--- src/rtl/serial_pattern_tx.sv ---
// Serial pattern transmitter: accepts a parallel word and shifts it out MSB-first on w,
// followed by a fixed idle gap, to drive the single-bit input of sequence detectors.
module serial_pattern_tx #(
  parameter int   WIDTH      = 8,
  parameter int   GAP_CYCLES = 2,
  parameter logic IDLE_LEVEL = 1'b0
) (
  input  logic                       clk,
  input  logic                       reset,
  input  logic [WIDTH-1:0]           data_in,
  input  logic                       load,
  output logic                       ready,
  output logic                       w,
  output logic                       busy,
  output logic                       done,
  output logic [$clog2(WIDTH+1)-1:0] bit_count,
  output logic [1:0]                 State_out
);

  localparam int CW = $clog2(WIDTH+1);

  typedef enum logic [1:0] {
    IDLE    = 2'b00,
    SHIFT   = 2'b01,
    GAP     = 2'b10,
    ILLEGAL = 2'b11
  } state_e;

  state_e           state_q, state_d;
  // The MSB goes straight to w at acceptance, so only the remaining bits are held here.
  logic [WIDTH-2:0] shift_q, shift_d;
  logic [CW-1:0]    bitCount_q, bitCount_d;
  logic [3:0]       gapCnt_q, gapCnt_d;
  logic             w_q, w_d;
  logic             done_q, done_d;

  always_ff @(posedge clk) begin
    if (reset) begin
      state_q <= IDLE;
    end else begin
      state_q <= state_d;
    end
  end

  always_comb begin
    state_d    = state_q;
    shift_d    = shift_q;
    bitCount_d = bitCount_q;
    gapCnt_d   = gapCnt_q;
    w_d        = IDLE_LEVEL;
    done_d     = 1'b0;
    case (state_q)
      IDLE: begin
        if (load) begin
          state_d    = SHIFT;
          shift_d    = data_in[WIDTH-2:0];
          w_d        = data_in[WIDTH-1];
          bitCount_d = CW'(WIDTH);
        end
      end
      SHIFT: begin
        if (bitCount_q > CW'(1)) begin
          w_d        = shift_q[WIDTH-2];
          shift_d    = shift_q << 1;
          bitCount_d = bitCount_q - CW'(1);
        end else begin
          // Last bit has been on w for its cycle: flag the frame end and enter the gap.
          bitCount_d = '0;
          shift_d    = '0;
          done_d     = 1'b1;
          gapCnt_d   = 4'(GAP_CYCLES);
          state_d    = (GAP_CYCLES > 0) ? GAP : IDLE;
        end
      end
      GAP: begin
        if (gapCnt_q <= 4'd1) begin
          gapCnt_d = '0;
          state_d  = IDLE;
        end else begin
          gapCnt_d = gapCnt_q - 4'd1;
        end
      end
      default: begin
        state_d = IDLE;
      end
    endcase
  end

  always_comb begin
    ready     = (state_q == IDLE);
    busy      = (state_q != IDLE);
    State_out = state_q;
  end

  always_ff @(posedge clk) begin
    if (reset) begin
      shift_q    <= '0;
      bitCount_q <= '0;
      gapCnt_q   <= '0;
      w_q        <= IDLE_LEVEL;
      done_q     <= 1'b0;
    end else begin
      shift_q    <= shift_d;
      bitCount_q <= bitCount_d;
      gapCnt_q   <= gapCnt_d;
      w_q        <= w_d;
      done_q     <= done_d;
    end
  end

  assign w         = w_q;
  assign done      = done_q;
  assign bit_count = bitCount_q;

endmodule

--- config.mk ---
export PLATFORM = sky130hd
export DESIGN_NAME = serial_pattern_tx
export DESIGN_NICKNAME = d
export VERILOG_FILES = /design/src/rtl/serial_pattern_tx.sv
export SDC_FILE = /design/constraint.sdc
export NUM_CORES = 1
export LEC_CHECK = 0
export CAP_MARGIN = 20
export CORE_MARGIN = 2
export CORE_UTILIZATION = 44
export CTS_CLUSTER_DIAMETER = 200
export DETAILED_ROUTE_END_ITERATION = 10
export PLACE_DENSITY = 0.76
export SETUP_SLACK_MARGIN = 0.02
export SLEW_MARGIN = 25
export SYNTH_ARGS = -nofsm -noshare
export SYNTH_HDL_FRONTEND = slang
export SYNTH_SLANG_ARGS = --single-unit
--- constraint.sdc ---
create_clock -name clk -period 1.7 [get_ports clk]
set_clock_uncertainty 0.15 [all_clocks]
set_input_delay 0.51 -clock clk [delete_from_list [all_inputs] [get_ports clk]]
set_output_delay 0.51 -clock clk [all_outputs]
set_load 0.03 [all_outputs]
Word-level counts from Yosys, hierarchy flattened:

Index checks and enable logic that the tools add are counted.

* bitwise gates (word level): 1
* reduce and logical (&&, ||, !) cells: 8
* multipliers: 0
* multiplexer cells: 17
* shifts and indexed selects: 0
* divide/modulo/power cells: 0
* add/sub/neg operators: 2
* equality and inequality tests: 5
* order comparisons: 2

Operators with widths (number)
* $mux W4: 4
* $pmux W4 S2: 2
* $mux W7: 2
* $pmux W7 S2: 1
* $sub A4 B1 Y4 const B: 2
* $mux W2: 3
* $ne A2 B2 Y1 const B: 3
* $pmux W2 S3: 1
* $reduce_bool A2 Y1: 3
* $gt A4 B1 Y1 const B: 1
* $le A4 B1 Y1 const B: 1
* $reduce_and A2 Y1: 2
* $mux W1: 3
* $reduce_and A3 Y1: 1
* $eq A2 B1 Y1 const B: 1
* $eq A2 B2 Y1 const B: 1
* $logic_not A2 Y1: 1
* $pmux W1 S2: 1
* $reduce_or A2 Y1: 1
* $not A1 Y1: 1

* ROM bits: 0
* bits in writable memories: 0
* memories kept: 0
* bits of input ports: 11
* register bits after elaboration: 19
* bits in latches: 0
* word-level logic and storage cells: 41
* output and inout bits: 10

Logic depth before layout (Yosys ltp):

Gate-level depths: netlist of run 1.

* depth in word-level cells: 3
* depth in mapped cells: 6
* mapped depth without buffers: 5

Least setup slack after synthesis of run 1:

No wires, ideal clock.

* kind: flip-flop to output port
* start point: register state_q[0] (netlist: State_out[0])
* end point: output busy
* cell stages (with the launch flop): 4
* buffers on the path: 1
* arrival time: 1437 ps
* setup slack: -397 ps
* required time: 1040 ps
* path through: dfxtp_1 -> clkbuf_1 -> nor2_1 -> inv_1

* word-level cells in the longest chain between the ends: 1

RTL lines
* from (decl): line 29 `state_e state_q, state_d;`
* from (signal assigned): line 41 `state_q <= state_d;`
* $reduce_bool A2 Y1: line 91 `busy = (state_q != IDLE);`
* to (decl): line 14 `output logic busy,`

No other way between the ends.

Final worst setup path of run 1:

* start point: register done_q (netlist: done)
* end point: output done

RTL lines
* from (decl): line 35 `logic done_q, done_d;`
* from (signal assigned): line 107 `done_q <= done_d;`
* to (decl): line 15 `output logic done,`

No word-level cell between the ends.

==> results of run 1 <==
flip-flops by register name (all words and copies together), names as in the netlist:
| name | cells |
|---|---|
| State_out | 2 |
| bit_count | 4 |
| done | 1 |
| gapCnt_q | 4 |
| shift_q | 7 |
| w | 1 |
power breakdown:
group | switching, mW | internal, mW
clock network | 0.136 | 0.0873
registers | 0.0393 | 0.493
logic | 0.284 | 0.238
total | 0.459 | 0.818
repair_timing:
action	in CTS	in global routing
setup buffers	2	2
pin swaps	1	2
setup endpoints to repair	11	10
gates resized for setup	10	9
routing by layer:
metal / vias up / share of wire (%) / GRT usage, %
li1: 496 / - / -
met5: - / 0 / 0
met3: 0 / 4.6 / 2.59
met4: 0 / 0 / 5.26
met1: 455 / 45 / 24.5
met2: 24 / 50 / 37.2
cell usage after synthesis, types with 4 or more instances:
library cell / n / share of area (%)
dfxtp_1: 19 / 38
inv_1: 9 / 3.4
nand2b_1: 5 / 3.1
ha_1: 4 / 5.0
o311ai_0: 5 / 4.4
o211ai_1: 8 / 6.0
a21oi_1: 4 / 2.0
nor2_1: 6 / 2.2
clkbuf_1: 6 / 2.2
a31oi_1: 7 / 4.4
nand2_1: 9 / 3.4
nand3b_1: 6 / 4.5
worst min-delay path by stage:
stage	startpoint	endpoint	slack (ns)
after floorplan	shift_q[1]	shift_q[1]	0.31
after global routing	shift_q[3]	shift_q[3]	0.36
after CTS	bit_count[1]	bit_count[1]	0.33
final	bit_count[1]	bit_count[1]	0.32
after global placement	bit_count[1]	bit_count[1]	0.31
after detailed placement	bit_count[1]	bit_count[1]	0.31
layout make-up:
| cell class | instances | area (sq um) |
|---|---|---|
| Multi-Input combinational cell | 81 | 586 |
| Inverter | 9 | 33.8 |
| Tap cell | 28 | 35.0 |
| Clock buffer | 3 | 22.5 |
| Timing Repair Buffer | 36 | 304 |
| Fill cell | 193 | 815 |
| Clock inverter | 1 | 5.00 |
| Sequential cell | 19 | 390 |
metrics by stage:
step	TNS [ns]	hold WS (ns)	instances
floorplan	0	0.306	117
global placement	-1.96	0.311	169
detailed placement	-2.24	0.314	169
CTS	0	0.330	175
global route	-0.000771	0.357	177
finish	0	0.322	177
cells by family (layout without fill, tap and decap cells):
group,count (synthesis),after routing
AO/OA/AOI/OAI,36,36
XOR/XNOR,2,2
adder cells (fa/ha/maj),4,4
buffers and inverters,17,49
flip-flops,19,19
AND/OR/NAND/NOR,39,39
==> results.toml, run 1 <==
[placed_design]
dp_hpwl_um = 1780
place.gp.congestion = 0.802
pre_cts_slack_ns = -0.293
post_dp_cell_area_sq_um = 1290
port_buffers = 20

[finish]
final_common_cell = "buf_4"
drive_gt1_share_pct = 28.9
syn_to_final_growth_pct = 37.5
final_core_utilization_pct = 62.8
diodes = 0
fin_nets = 165
final_cell_mix = "buf_4 (22), dfxtp_1 (15), inv_1 (9), nand2_1 (9), clkdlybuf4s50_1 (9)"
finalInstanceArea_sq_um = 1380

[timing]
setup_violations = 0
fmax_mhz = 608
setup_slack_ns = 0.0550
slew_headroom_pct = 76.5
period_share_pct = 96.8
tightest_slew_ns = 0.348
drv_slew = 0
min_period_ns = 1.64
hold_viol_final = 0

[critical_path]
critical_path_class = "flop to primary output"
cp_top_family = "buffers and inverters"
arrival_ns = 0.98
regToRegSetupSlack_ns = 0.11
cp_cell_sequence = "dlygate4sd2_1"
r2r_end = "State_out[0]"
crit_path_start = "done"
path_depth = 1
crit_path_end = "done"
critPathLaunchType = "flop"
worst_r2r_path_depth = 5
r2r_start = "gapCnt_q[0]"
worstSetupEndpointType = "primary output"
cp_max_fo = 1
cp_data_required_time_ns = 1.04
crit_buf_inv = 1
slowest_delay_ns = 0.38
critPathSlowestCell = "dlygate4sd2_1"

[global_route]
grt_overflow = 0
grt_pass1_vias = 992
antenna_found_initial = 0
grt_max_degree = 14
grt_pass1_wl_um = 4140
grtUsageTotal_pct = 20.2

[synthesis]
synthAdderAreaFrac_pct = 5.00
async_flop_share_pct = 0
yosys-mux-area-fraction_pct = 0
synth_compound_area_share_pct = 27.1
synth_edf_count = 0
synth_seq_cells = 19
syn_inst = 117
netlist_area_sq_um = 1000
synth_cell_types = 31
synth-xor-area-share_pct = 1.75
ys.flop_type = "dfxtp_1"
ys_seq_area_share_pct = 38.0
synth_top_family_by_area = "compound AO/OA/AOI/OAI gates"
syn_nets = 132
yosysWarnings = 0
avgSynthCellArea_sq_um = 8.56
synthSimpleGateAreaFrac_pct = 21.5

[detailed_routing]
postRouteAntennaNets = 0
route.detailed.drc = 0
drtIter0Drc = 12
wl_per_cell_um = 13.7
firstDrtPassIters = 4
vias = 975
vias_per_cell = 5.51
wirelength_um = 2420

[floorplanning]
io_pins = 21
die-area_sq_um = 2670
placementRows = 17
coreArea_sq_um = 2190
die_h_um = 51.7
die_w_um = 51.7
start_util_pct = 45.7

[cts]
cts-root-buf = "clkbuf_4"
htreeDepth = 1
numCtsBuffers = 3
clk_latency_ns = 0.29
cts_max_path_buffers = 2
cts_tree = "done"
cts_num_sinks = 19
clk_pin_slew_ns = 0.11
hold_buffers = 0

[power_and_ir_drop]
vdd_drop_max_mv = 0.512
pwr_density_cell_nw_per_um2 = 928
leakagePower_nw = 0.540
p_total_mw = 1.28

[worst_hold_path]
worstHoldPathType = "flop to flop"
hold_path_depth = 2

[run]
max_cap_violations = 0

[outcome]
status = "completed"
(Power assumes the default switching activity.)
==> run 2: changes to the inputs <==
- CORE_UTILIZATION: 44 -> 40
- PLACE_DENSITY: 0.76 -> 0.71
- RECOVER_POWER: not set -> 100
==> run 2 against run 1 <==
Against the previous run: power rose by 0.32%; global-route usage decreased by 1.3 points; critical path depth rose by 2; clock-buffer cell count did not move; die area grew 9.2%.
==> results.toml, run 2 (synthesis results as in run 1) <==
[power_and_ir_drop]
p_seq_share_pct = 41.8
vdd_drop_max_mv = 0.473
switching_share_pct = 36.9
p_switching_uw = 473
pwr_density_cell_nw_per_um2 = 941
pwr-share-comb_pct = 39.2
power.internal_uw = 808
leakagePower_nw = 0.517
pwr-share-clk_pct = 18.9

[cts]
htreeDepth = 1
clk_pin_slew_ns = 0.12
cts_num_sinks = 19
numCtsBuffers = 3
cts_tree = "done"
cts-root-buf = "clkbuf_4"
clk_latency_ns = 0.31
cts_max_path_buffers = 2

[finish]
final_common_cell = "dfxtp_1"
final_core_utilization_pct = 56.0
drive_gt1_share_pct = 26.7
diodes = 0
largest_reg_flops = 7
fin_nets = 166
final_cell_mix = "dfxtp_1 (15), buf_4 (13), nand2_1 (9), clkdlybuf4s50_1 (9)"
syn_to_final_growth_pct = 36.0
largest_register = "shift_q"
finalNonFillerCells = 180

[floorplanning]
start_util_pct = 41.2
io_pins = 21
die_w_um = 54.0
coreArea_sq_um = 2430
placementRows = 18
die_h_um = 54.0
die-area_sq_um = 2920

[placed_design]
dp_hpwl_um = 1780
port_buffers = 20
pre_cts_slack_ns = -0.319
place.gp.congestion = 0.778
placed_cells_incl_taps = 170

[timing]
setup_violations = 0
holdWs_ns = 0.333
drv_slew = 0
setup_slack_ns = 0.0136
min_period_ns = 1.69
tightest_slew_ns = 0.412
hold_viol_final = 0
slew_headroom_pct = 72.5
timing.setup.tns_ns = 0
period_share_pct = 99.2
fmax_mhz = 593
rsz0062_at_grt = "true"

[critical_path]
cp_cell_sequence = "nor2_4 > inv_2 > buf_6"
arrival_ns = 1.03
worst_r2r_path_depth = 6
cp_top_family = "flip-flops"
worstSetupEndpointType = "primary output"
critPathSlowestCell = "dfxtp_4"
cp_max_fo = 6
crit_buf_inv = 2
slowest_delay_ns = 0.39
critPathLaunchType = "flop"
critical_path_class = "flop to primary output"
cp_data_required_time_ns = 1.04
path_depth = 3

[run]
max_cap_violations = 0

[global_route]
grt_pass1_wl_um = 3910
grt_max_degree = 12
antenna_found_initial = 0
grt_overflow = 0
grt_pass1_vias = 933
grtUsageTotal_pct = 18.8

[outcome]
status = "completed"

[detailed_routing]
vias = 1007
vias_per_cell = 5.59
drt-met1-wl_um = 1030
wirelength_um = 2460
wl_met2_um = 1290
top_layer_used = "met4"
route.detailed.drc = 0
met3WireLength_um = 99
wl_per_cell_um = 13.7
drtIter0Drc = 19
firstDrtPassIters = 4
postRouteAntennaNets = 0

[worst_hold_path]
worstHoldPathType = "flop to flop"
hold_path_depth = 2
run 2: changes by cell type in the layout (fill, tap and decap cells not counted), sizes merged:
cell	previous run	this run
buf	23	18
clkbuf	4	12
clkdlybuf4s15	1	0
dlymetal6s2s	1	0
run 2: per-stage QoR:
stage          area (sq um)  total power, mW
2_1_floorplan          1010            0.841
3_3_place_gp           1280             1.01
3_5_place_dp           1280             1.02
4_1_cts                1380             1.29
5_1_grt                1360             1.36
6_report               1360             1.28
run 2: path summary, 6_finish.rpt:
path,start,endpoint,slack (ns)
setup reg to reg,bit_count[0],bit_count[3],0.10
hold reg to reg,shift_q[5],shift_q[5],0.33
hold / removal,shift_q[5],shift_q[5],0.33
setup / recovery,State_out[0],busy,0.01
run 2: power groups by stage:
stage	sequential, mW	combinational [mW]	clock, mW
final	0.536	0.502	0.243
after global routing	0.543	0.548	0.274
after detailed placement	0.555	0.464	0
after global placement	0.554	0.458	0
after CTS	0.536	0.513	0.246
after floorplan	0.580	0.261	0
run 2: worst register-to-register path, cell delays in order, from the launching register on:
cell and delay [ns]:
dfxtp_1 0.43, inv_1 0.06, ha_1 0.20, nor2_1 0.11
buf_4 0.16, o21ai_0 0.13, o32ai_1 0.28
run 2: layout make-up:
cell class	instances	area (sq um)
clock buffers	3	22.5
clock inverters	1	5.00
fillers	237	1070
repair buffers	37	295
well taps	30	37.5
inverters	9	33.8
multi-input cells	81	577
flip-flops and latches	19	390
run 2: routing by layer:
layer  vias up  track usage (%)
met5         -                0
met4         0             10.0
met3         5             4.44
met2        23             35.6
met1       478             18.8
li1        501                -
run 2: timing repair:
| action | CTS | global route |
|---|---|---|
| gates resized for setup | 15 | 8 |
| gates cloned | 0 | 0 |
| hold buffers | 0 | 0 |
| pin swaps | 3 | 1 |
| setup endpoints to repair | 8 | 9 |
| setup buffers | 6 | 0 |
==> run 3: changes to the inputs <==
- CTS_CLUSTER_DIAMETER: 200 -> not set
==> results of run 3 <==
Final layout, timing and power as in run 2 (identical DEF).
